**src/rtl/c_add_accum_if.sv**
```systemverilog
// rtl/c_add_accum_if.sv - sample/result handshake bundle for c_add_accum
//
// Purpose : groups the upstream sample stream and downstream result stream
//           of the window accumulator into one interface.
// Signals : data_in/valid_in/ready_out  - sample from the n-to-1 adder
//           data_out/valid_out/ready_in - completed window total
//           overflow_out                - presented window exceeded range
// Modports: slave  - the accumulator itself
//           master - the environment driving samples and consuming results
interface c_add_accum_if #(
  parameter int in_width  = 10,
  parameter int acc_width = 16
);
  logic [in_width-1:0]  data_in;
  logic                 valid_in;
  logic                 ready_out;
  logic [acc_width-1:0] data_out;
  logic                 valid_out;
  logic                 ready_in;
  logic                 overflow_out;

  modport slave (
    input  data_in, valid_in, ready_in,
    output ready_out, data_out, valid_out, overflow_out
  );

  modport master (
    output data_in, valid_in, ready_in,
    input  ready_out, data_out, valid_out, overflow_out
  );
endinterface

```
**src/rtl/c_add_accum.sv**
```systemverilog
// rtl/c_add_accum.sv - windowed accumulator of adder sums with result handshake
//
// Purpose : sums `window` accepted samples into an acc_width total, presents
//           the total with a valid/ready handshake and flags overflow.
//           Build option C_ADD_ACCUM_SAT_EN: accumulator saturates at
//           2^acc_width-1 instead of wrapping; overflow_out is identical in
//           both builds.
// Ports   : clk   - rising-edge clock
//           reset - synchronous, active-high
//           bus   - c_add_accum_if.slave (samples in, results out)
module c_add_accum #(
  parameter int in_width  = 10,
  parameter int acc_width = 16,
  parameter int window    = 8
) (
  input  logic           clk,
  input  logic           reset,
  c_add_accum_if.slave   bus
);

  typedef enum logic {ACCUM = 1'b0, HOLD = 1'b1} state_t;

  // window=1 still needs a (constant-zero) counter bit.
  localparam int cnt_w = (window < 2) ? 1 : $clog2(window);
  localparam logic [cnt_w-1:0]     last_cnt = cnt_w'(window - 1);
  localparam logic [acc_width-1:0] acc_max  = '1;

  state_t               state_q;
  logic [acc_width-1:0] acc_q;
  logic [cnt_w-1:0]     cnt_q;
  logic                 win_ovf_q;
  logic [acc_width-1:0] result_q;
  logic                 ovf_out_q;
  logic                 ready_q;
  logic                 valid_q;

  logic [acc_width:0]   sum_full;
  logic                 carry;
  logic                 ovf_next;
  logic [acc_width-1:0] acc_next;
  logic                 accept;
  logic                 last_sample;

  // One extra bit catches the carry out of acc_width.
  assign sum_full    = {1'b0, acc_q} + {{(acc_width - in_width + 1){1'b0}}, bus.data_in};
  assign carry       = sum_full[acc_width];
  assign ovf_next    = win_ovf_q | carry;

`ifdef C_ADD_ACCUM_SAT_EN
  // Once the window has overflowed the accumulator stays pinned at max.
  assign acc_next    = ovf_next ? acc_max : sum_full[acc_width-1:0];
`else
  assign acc_next    = sum_full[acc_width-1:0];
`endif

  // ready_q is high exactly in ACCUM, so this is the sample handshake.
  assign accept      = bus.valid_in && ready_q;
  assign last_sample = (cnt_q == last_cnt);

  always_ff @(posedge clk) begin
    if (reset) begin
      state_q   <= ACCUM;
      acc_q     <= '0;
      cnt_q     <= '0;
      win_ovf_q <= 1'b0;
      result_q  <= '0;
      ovf_out_q <= 1'b0;
      ready_q   <= 1'b1;
      valid_q   <= 1'b0;
    end else begin
      case (state_q)
        ACCUM: begin
          if (accept) begin
            if (last_sample) begin
              // Final sample goes straight into the result; the running
              // state is cleared so the next window starts from zero.
              result_q  <= acc_next;
              ovf_out_q <= ovf_next;
              acc_q     <= '0;
              cnt_q     <= '0;
              win_ovf_q <= 1'b0;
              state_q   <= HOLD;
              ready_q   <= 1'b0;
              valid_q   <= 1'b1;
            end else begin
              acc_q     <= acc_next;
              cnt_q     <= cnt_q + cnt_w'(1);
              win_ovf_q <= ovf_next;
            end
          end
        end
        HOLD: begin
          // valid_in is ignored here; result and flag stay frozen until taken.
          if (bus.ready_in) begin
            state_q   <= ACCUM;
            ready_q   <= 1'b1;
            valid_q   <= 1'b0;
            ovf_out_q <= 1'b0;
          end
        end
        default: begin
          state_q <= ACCUM;
          ready_q <= 1'b1;
          valid_q <= 1'b0;
        end
      endcase
    end
  end

  assign bus.ready_out    = ready_q;
  assign bus.valid_out    = valid_q;
  assign bus.data_out     = result_q;
  assign bus.overflow_out = ovf_out_q;

endmodule

```
**src/flat_wrapper.sv**
```systemverilog
// flat-port wrapper written by rule: the top's interface ports become plain ports
module c_add_accum_flat 
#(
  parameter int in_width  = 10,
  parameter int acc_width = 16,
  parameter int window    = 8
)
  (clk, reset, bus_data_in, bus_valid_in, bus_ready_in, bus_ready_out, bus_data_out, bus_valid_out, bus_overflow_out);
  c_add_accum_if #(.in_width(in_width), .acc_width(acc_width)) bus_i ();
  input  logic clk;
  input  logic reset;
  input wire logic [$bits(bus_i.data_in)-1:0] bus_data_in;
  input wire logic [$bits(bus_i.valid_in)-1:0] bus_valid_in;
  input wire logic [$bits(bus_i.ready_in)-1:0] bus_ready_in;
  output wire logic [$bits(bus_i.ready_out)-1:0] bus_ready_out;
  output wire logic [$bits(bus_i.data_out)-1:0] bus_data_out;
  output wire logic [$bits(bus_i.valid_out)-1:0] bus_valid_out;
  output wire logic [$bits(bus_i.overflow_out)-1:0] bus_overflow_out;
  assign bus_i.data_in = bus_data_in;
  assign bus_i.valid_in = bus_valid_in;
  assign bus_i.ready_in = bus_ready_in;
  assign bus_ready_out = bus_i.ready_out;
  assign bus_data_out = bus_i.data_out;
  assign bus_valid_out = bus_i.valid_out;
  assign bus_overflow_out = bus_i.overflow_out;
  c_add_accum #(.in_width(in_width), .acc_width(acc_width), .window(window)) u_core (.clk(clk), .reset(reset), .bus(bus_i));
endmodule
```
**config.mk**
```make
export PLATFORM = sky130hd
export DESIGN_NAME = c_add_accum_flat
export DESIGN_NICKNAME = d
export VERILOG_FILES = /design/src/rtl/c_add_accum_if.sv /design/src/rtl/c_add_accum.sv /design/src/flat_wrapper.sv
export SDC_FILE = /design/constraint.sdc
export NUM_CORES = 1
export LEC_CHECK = 0
export ABC_CLOCK_PERIOD_IN_PS = 2750
export CORE_UTILIZATION = 30
export CTS_BUF_LIST = sky130_fd_sc_hd__clkbuf_4 sky130_fd_sc_hd__clkbuf_8 sky130_fd_sc_hd__clkbuf_16
export CTS_CLUSTER_DIAMETER = 40
export DETAILED_ROUTE_END_ITERATION = 16
export PLACE_DENSITY_LB_ADDON = 0.15
export SYNTH_ARGS = -nofsm -noshare
export SYNTH_HDL_FRONTEND = slang
export SYNTH_SLANG_ARGS = --single-unit
```
**constraint.sdc**
```tcl
create_clock -name clk -period 2.75 [get_ports clk]
set_clock_uncertainty 0.05 [all_clocks]
set_input_delay 0.4125 -clock clk [delete_from_list [all_inputs] [get_ports clk]]
set_output_delay 0.4125 -clock clk [all_outputs]
set_load 0.03 [all_outputs]
```
# == Word level (Yosys, flattened, before mapping) ==
# Index checks and enable logic that the tools add are counted.
# totals
reg_bits,40
input_bits,14
output_inout_bits,19
# op_classes
add_sub_neg,2
eq_ne,4
n_mux,18
n_bitwise,2
reduce_logical,4
# ops
op,count
16-bit by 10-bit adder with 17-bit output,1
16-bit 2-to-1 mux,1
1-bit 2-to-1 mux,12
1-bit case mux with 2 select lines,4
3-bit AND reduction,2
2-bit by 1-bit != test with 1-bit output (second input constant),2
3-bit by 1-bit adder with 3-bit output (second input constant),1
3-bit equality test (second input constant),1
3-bit 2-to-1 mux,1
2-bit != test (second input constant),1
2-bit AND reduction,1
1-bit logical AND,1
1-bit inverter,1
1-bit bitwise OR,1

# == Logic depth before layout (Yosys ltp) ==
# Gate-level depths: netlist of the first run.
# logic_depth
word_depth,5
mapped_depth,8
ltp_nobuf,7

# == Least setup slack after synthesis of the first run ==
# Ideal clock, no wire load.
# synth_path
path_type,input port to flip-flop
startpoint,input bus_data_in[0]
endpoint,"register u_core.ovf_out_q, in the netlist u_core.bus.overflow_out"
setup_ps,132
t_arrival_ps,2038
setup_slack_ps,530
stages,7
n_path_buf,0
path_cell_list,ha_1 > fa_1 > a21o_1 > a221oi_4 > o22ai_2 > a311oi_1 > nor3_1
# synth_via
elab_chain_cells,5
# synth_rtl
element,line_no,text
from (decl),flat_wrapper.sv:12,input wire logic [$bits(bus_i.data_in)-1:0] bus_data_in;
16-bit by 10-bit adder with 17-bit output,c_add_accum.sv:45,"assign sum_full = {1'b0, acc_q} + {{(acc_width - in_width + 1){1'b0}}, bus.data_in};"
1-bit bitwise OR,c_add_accum.sv:47,assign ovf_next = win_ovf_q | carry;
1-bit 2-to-1 mux,c_add_accum.sv:74,if (last_sample) begin
1-bit 2-to-1 mux,c_add_accum.sv:73,if (accept) begin
1-bit case mux with 2 select lines,c_add_accum.sv:71,case (state_q)
to (signal assigned),c_add_accum.sv:78,ovf_out_q <= ovf_next;
to (decl),c_add_accum.sv:33,logic ovf_out_q;
# No other way between the ends. The select of a mux whose other input is x is not followed.
# A chain may end at the register's enable or synchronous reset.

# == Worst setup path in the final report of the first run ==
# layout_path
startpoint,input bus_data_in[0]
endpoint,register u_core.acc_q[10]
# layout_via
elab_chain_cells,2
# layout_rtl
element,line_no,text
16-bit by 10-bit adder with 17-bit output,c_add_accum.sv:45,
16-bit 2-to-1 mux,c_add_accum.sv:74,
to (signal assigned),c_add_accum.sv:86,acc_q <= acc_next;
to (decl),c_add_accum.sv:29,logic [acc_width-1:0] acc_q;
# No other way between the ends.

==> results of run 1 <==
==> cells by family (layout without fill, tap and decap cells) <==
group | Yosys count | after routing
fa+ha+maj | 13 | 13
simple gates | 110 | 110
xor+xnor | 6 | 6
flops | 40 | 40
compound gates | 78 | 78
buf+inv | 24 | 57
==> Yosys cell counts (4+ instances only) <==
master	count
dfxtp_1	40
nand2_1	31
a21oi_1	28
nor2_1	21
ha_1	12
clkbuf_1	11
nand3_1	9
and3_1	7
buf_2	6
nand3b_1	6
or4_1	6
xnor2_1	6
a211oi_1	5
nor3_1	5
a221o_1	4
a311oi_1	4
inv_1	4
o211ai_1	4
o21ai_0	4
or3_1	4
==> worst max-delay path by stage <==
| stage | end | slack (ps) | cells after the start |
|---|---|---|---|
| after floorplan | u_core.bus.overflow_out | 530 | 7 |
| after global placement | u_core.acc_q[10] | 40 | 9 |
| after detailed placement | u_core.acc_q[10] | -5 | 9 |
| after CTS | u_core.acc_q[10] | 310 | 9 |
| after global routing | u_core.acc_q[10] | 150 | 9 |
| final | u_core.acc_q[10] | 320 | 9 |
==> final cells by class <==
cell class                 count  area share (%)
multi-input combinational    207           48.66
timing repair buffer          46           14.97
clock inverter                 1          0.1783
inverter                       4          0.5348
tap                           99           4.412
sequential                    40           28.52
clock buffer                   6           2.718
==> registers in the layout, indices dropped and copies added (netlist names) <==
register / count
u_core.acc_q: 16
u_core.cnt_q: 3
u_core.bus.data_out: 16
u_core.bus.overflow_out: 1
u_core.win_ovf_q: 1
u_core.state_q: 1
u_core.bus.valid_out: 1
u_core.bus.ready_out: 1
==> worst max-delay path, delay by kind of cell <==
family	cells	cell delay, ps
AO/OA/AOI/OAI	4	800
buffers and inverters	2	550
adder cells (fa/ha/maj)	2	630
AND/OR/NAND/NOR	1	140
==> metal layers <==
layer  global-route usage [%]  vias to the layer above  part of all wire (%)  wire length, um
li1                         -                     1089                     -                -
met1                    23.40                     1008                    52             3062
met2                    25.66                       45                    44             2590
met3                    3.693                        5                   3.3              193
met4                    3.896                        0                  0.76               45
met5                        0                        -                     0                0
==> power by group through the flow <==
stage	clock [mW]	sequential [mW]	combinational [mW]
2_1_floorplan	0	0.624	0.223
3_3_place_gp	0	0.630	0.307
3_5_place_dp	0	0.631	0.305
4_1_cts	0.405	0.617	0.308
5_1_grt	0.424	0.621	0.345
6_report	0.385	0.617	0.307
==> results by group, run 1 <==
Route
  • First-pass DRT Iterations: 4
  • DR iter-0 viols: ~120
  • Routed len/inst: ~15 um
  • Routed Antenna Nets: 0
  • DR DRC count: 0
  • DR vias: about 2100
  • Routed WL: a little under 6000 um
  • DR vias/cell: 5.328

Job
  • Max-cap violations: 0

Layout
  • # fillers: 785
  • Most frequent cells in the layout: 40 x dfxtp_1, 31 x nand2_1, 31 x clkdlybuf4s50_1, 28 x a21oi_1, 21 x nor2_1
  • Final Non-Filler Cells: between 400 and 500
  • Nets: 331
  • Fin area: between 0.002 and 0.003 mm2
  • Most common cell after layout, fill and taps aside: dfxtp_1
  • Final Core Density: 38.50%
  • Storage cell area: roughly 800 um2
  • Share of cells above drive strength 1: a little under a tenth
  • Multi-input logic area: 0.001366 mm2
  • Area growth, synth to finish: 23.84%
  • Diodes inserted: 0

Die
  • Die Ht: approximately 89 um
  • Ports: 33
  • Die footprint: 0.007909 mm2
  • Starting Density: between 30% and 40%
  • Die Span X: just under 90 um
  • Placeable Area: between 0.007 and 0.008 mm2
  • Row Count: 31

Synthesis
  • Synth Register Bits: 40
  • Synth unique cells: 49
  • Compound-gate portion of the synthesized area: 24.72%
  • Post-Synth Simple-Gate Area: 25.72%
  • Xor/xnor share of the synthesized area: under 10%
  • Largest family of logic cells by synthesized area: simple AND/OR/NAND/NOR gates
  • Area contributors post-synth: dfxtp_1 35%, ha_1 6.6%, a21oi_1 6.2%
  • Yosys Warn Count: 0
  • Synthesized cell area: between 0.002 and 0.0025 mm2
  • Top_reg_cell synth: dfxtp_1
  • EDFF count, synth: 0
  • Synth Area per Inst: approximately 8.4 um2
  • Post-synthesis mux area share: 0%
  • Synthesized Nets: about 300
  • Seq/Total Area, Yosys: between 30% and 40%
  • Asr flop ratio synth: 0%
  • Syn Inst Count: approximately 270
  • Post-Synth Adder-Cell Area: 7.506%
  • Top cell type's share of synthesized area: between 30% and 40%
  • Synth area leader: dfxtp_1

GRT
  • Largest net degree at the start of global routing: 29
  • Initial antenna violation count: 0
  • First-pass GRT wire length: between 9000 and 10000 um
  • Congestion Overflow GR: 0
  • Vias in the first global route: roughly 2000
  • Total track usage: roughly 17%

Worst setup path
  • Crit path DAT: ~2600 ps
  • Crit path cell chain: clkdlybuf4s50_1, ha_1, fa_1, a21o_1, buf_4, a221o_1, a21oi_1, or3_1, a21oi_1
  • CP Data Required Time: 2870 ps
  • CP Launch Type: input pin
  • FF-to-FF setup slack: about 560 ps
  • Worst path max stage delay: between 400 and 500 ps
  • Most frequent CP cell: a21oi_1
  • Reg2reg start: u_core.acc_q[0]
  • Launch point of the worst path: bus_data_in[0]
  • CP max FO: 3
  • FF-to-FF path depth: 8
  • Reg-to-Reg End: u_core.acc_q[10]
  • Critical Path Sink Type: register
  • CP max-delay cell: clkdlybuf4s50_1
  • Kind of critical path: input pin to register

Timing
  • Max_slew headroom: between 60% and 70%
  • Final setup vio count: 0
  • Final worst setup slack: between 300 and 400 ps
  • Setup TNS: 0 ps
  • Fmax: approximately 0.41 GHz
  • Worst-margin pin slew: ~460 ps
  • Final Hold Vio Count: 0
  • RSZ-0062 raised after global routing: false
  • Fin. max-slew vios: 0
  • Final worst-path cycle share: between 80% and 90%
  • Fin crit period: 2426 ps
  • Final hold slack: just over 400 ps

Pwr
  • Psw: 0.3917 mW
  • Power, Total: around 1.3 mW
  • Internal: slightly above 0.9 mW
  • Static Leak: roughly 1 nW
  • Clock power share: between 20% and 30%
  • Sw Share: roughly 30%
  • Peak VDD IR: 315.0 uV
  • Power Density: approximately 470 mW/mm2
  • Share of power burned in registers: roughly 47%
  • Comb power frac: between 20% and 30%

Placement
  • Cell Area, Placed: approximately 0.0027 mm2
  • PortBufs: 32
  • Routability cong.: approximately 0.79
  • Placed wire-length estimate after detailed placement: roughly 4200 um
  • Setup Slack @ Placement: -4.948 ps
  • Dpl cells: 396

Hold path
  • Worst hold start: u_core.bus.data_out[0]
  • Worst hold path type: register to register
  • Hold path cells: 2
  • Hold EP: u_core.bus.data_out[0]

CTS
  • Clk pin slew, worst setup/hold paths: approximately 80 ps
  • Clock tree buffer depth: 2
  • Setup fix buffers added after clock tree synthesis: 0
  • PostCTS Resize Cnt: 0
  • Worst-Skew Late Latency: between 200 and 300 ps
  • Root Driver: clkbuf_8
  • CTS tree: done
  • Hold buffers post-CTS: 0
  • Clk sinks: 40
  • Num CTS Buffers: 5
  • # H-tree levels: 2

Status
  • Status: finished, final reports clean
Note: power is estimated with default switching activity, not from simulation.
==> run 2: changes to the inputs <==
Settings changed: TNS_END_PERCENT set to 1.
==> results of run 2 <==
Same layout as run 1: the final DEF is identical, and so are final timing and power.
==> run 3: changes to the inputs <==
Settings changed: ABC_AREA set to 1, ABC_CLOCK_PERIOD_IN_PS 2750 to 2600, CTS_CLUSTER_SIZE set to 10.
Clock period 2.75 ns to 2.6 ns, I/O delays scaled along.
==> run 3 against run 2 <==
Critical path depth unchanged. Die area shrank 5.8%. Critical path type unchanged. First-iteration DRC count is 3.3% lower. Power is 26% higher. Largest power group is now the clock network. Largest cell class unchanged.
==> results by group, run 3 <==
Layout
  • Diodes inserted: 0
  • Storage cell area: 800.8 um2
  • Share of cells above drive strength 1: 5.000%
  • # fillers: approximately 740
  • Final Non-Filler Cells: ~440
  • Most frequent cells in the layout: 112 x nand2_1, 40 x dfxtp_1, 33 x inv_1, 32 x clkdlybuf4s50_1, 28 x nand3_1
  • Multi-input logic area: between 0.001 and 0.0015 mm2
  • Nets: approximately 370
  • Area growth, synth to finish: 27.27%
  • Most common cell after layout, fill and taps aside: nand2_1

Placement
  • Dpl cells: about 430
  • Routability cong.: ~0.75
  • PortBufs: 32
  • Placed wire-length estimate after detailed placement: about 3800 um

Synthesis
  • Most frequent cell after synthesis: nand2_1
  • Compound-gate portion of the synthesized area: between 10% and 20%
  • Top cell type's share of synthesized area: between 30% and 40%
  • Yosys Warn Count: 0
  • EDFF count, synth: 0
  • Synth Area per Inst: 7.041 um2
  • Synthesized cell area: between 0.002 and 0.0025 mm2
  • Post-Synth Adder-Cell Area: 7.977%
  • Synth Register Bits: 40
  • Post-synthesis mux area share: 0%
  • Top_reg_cell synth: dfxtp_1
  • Syn Inst Count: a little over 300
  • Synth area leader: dfxtp_1
  • Area contributors post-synth: dfxtp_1 38%, nand2_1 20%, ha_1 7.0%
  • Seq/Total Area, Yosys: 37.54%
  • Top cells by count, synth: 112 x nand2_1, 40 x dfxtp_1, 33 x inv_1
  • Post-Synth Simple-Gate Area: about a third
  • Asr flop ratio synth: 0%
  • Largest family of logic cells by synthesized area: simple AND/OR/NAND/NOR gates
  • Synth unique cells: 29
  • Xor/xnor share of the synthesized area: approximately 2.9%
  • Synthesized Nets: 330

Route
  • DR DRC count: 0
  • DR vias/cell: roughly 4.4
  • First-pass DRT Iterations: 4
  • DR iter-0 viols: 117
  • Routed len/inst: about 12 um
  • Routed WL: 5361 um
  • Routed Antenna Nets: 0
  • DR vias: between 1500 and 2000

CTS
  • Clk pin slew, worst setup/hold paths: 90 ps
  • Setup fix buffers added after clock tree synthesis: 0
  • # H-tree levels: 2
  • Clock tree buffer depth: 2
  • Root Driver: clkbuf_8
  • Worst-Skew Late Latency: 290 ps
  • Hold buffers post-CTS: 0
  • PostCTS Resize Cnt: 0
  • Num CTS Buffers: 5
  • Clk sinks: 40
  • CTS tree: done

Timing
  • Final worst-path cycle share: between 80% and 90%
  • Final setup vio count: 0
  • Fmax: 0.4785 GHz
  • Max_slew headroom: between 70% and 80%
  • Final Hold Vio Count: 0
  • Fin. max-slew vios: 0
  • RSZ-0062 raised after global routing: false
  • Fin crit period: ~2100 ps
  • Worst-margin pin slew: ~340 ps
  • Setup TNS: 0 ps

Worst setup path
  • Critical Path Sink Type: register
  • CP Launch Type: input pin
  • Crit path DAT: about 2300 ps
  • Kind of critical path: input pin to register
  • CP Data Required Time: between 2000 and 3000 ps
  • CP max FO: 3

GRT
  • Congestion Overflow GR: 0
  • Largest net degree at the start of global routing: 20
  • Total track usage: between 10% and 20%
  • Vias in the first global route: 1829
  • First-pass GRT wire length: 8790 um
  • Initial antenna violation count: 0

Die
  • Placeable Area: 0.006832 mm2
  • Die Ht: roughly 86 um
  • Ports: 33
  • Starting Density: between 30% and 40%
  • Row Count: 30
  • Die Span X: about 86 um
  • Die footprint: about 0.0075 mm2

Pwr
  • Sw Share: 25.92%
  • Psw: approximately 0.43 mW
  • Power Density: slightly above 600 mW/mm2
  • Static Leak: between 1 and 1.5 nW
  • Comb power frac: between 10% and 20%
  • Internal: about 1.2 mW
  • Clock power share: 43.5%
  • Power, Total: around 1.7 mW
  • Share of power burned in registers: 39.5%
  • Peak VDD IR: between 200 and 300 uV

Status
  • Status: finished, final reports clean

Job
  • Max-cap violations: 0

Hold path
  • Worst hold path type: register to register
==> run 3: changes by cell type after synthesis, sizes merged, moves of 5 or more <==
cell and change:
xor2 +5, nand2 +81, nand3 +19, nor2 -7, nand3b -5, inv +31
clkbuf -11, and3 -7, or4 -6, a22o +5
==> run 3: final timing paths <==
check,slack (ps),startpoint,to,cells past startpoint
worst max register to register,720,u_core.acc_q[0],u_core.acc_q[8],8
worst min register to register,410,u_core.bus.valid_out,u_core.bus.valid_out,2
worst max-delay path,510,bus_data_in[0],u_core.acc_q[8],9
worst min-delay path,410,u_core.bus.valid_out,u_core.bus.valid_out,2
==> run 3: routing by layer <==
metal  global-route usage [%]  part of all wire (%)  vias to the layer above
li1                         -                     -                     1047
met1                    21.21                    52                      854
met2                    25.18                    43                       28
met3                    3.143                   3.5                        7
met4                    3.636                  0.97                        0
met5                        0                     0                        -
==> run 3: critical path, stage by stage <==
cell and delay [ps]:
clkdlybuf4s50_1 400, ha_1 240, fa_1 430, nand3_1 100, nand3_1 130, a21oi_1 210
xor2_1 190, nand2_1 70, a21oi_1 120
==> run 3: cell type report <==
class	instances	area share [%]
multi-input combinational	222	42.67
clock buffer	5	2.535
tap	96	4.424
clock inverter	3	3.318
sequential	40	29.49
inverter	35	4.931
timing repair buffer	35	12.63
==> run 3: metrics by stage <==
| stage | hold slack, ps | utilization, % | setup slack, ps | instance area (um2) |
|---|---|---|---|---|
| after global placement | 384.1 | 37.42 | 201.4 | 2556 |
| after global routing | 427.1 | 39.74 | 351.6 | 2715 |
| final | 408.8 | 39.74 | 510.0 | 2715 |
| after CTS | 406.3 | 39.74 | 497.1 | 2715 |
| after floorplan | 392.5 | - | 771.7 | 2133 |
| after detailed placement | 388.0 | 37.42 | 188.9 | 2556 |
==> run 3: power groups by stage <==
stage	Sequential, mW	Clock, mW	Combinational [mW]
2_1_floorplan	0.662	0	0.203
3_3_place_gp	0.666	0	0.282
3_5_place_dp	0.666	0	0.283
4_1_cts	0.652	0.742	0.284
5_1_grt	0.655	0.761	0.321
6_report	0.652	0.719	0.282
==> run 3: logic make-up (layout without fill, tap and decap cells) <==
| family | Yosys count | count (layout) |
|---|---|---|
| adders and majority gates | 13 | 13 |
| xor gates and xnor gates | 7 | 7 |
| and+or+nand+nor | 163 | 163 |
| buffers and inverters | 41 | 78 |
| AOI/OAI and AO/OA | 39 | 39 |
| DFF | 40 | 40 |
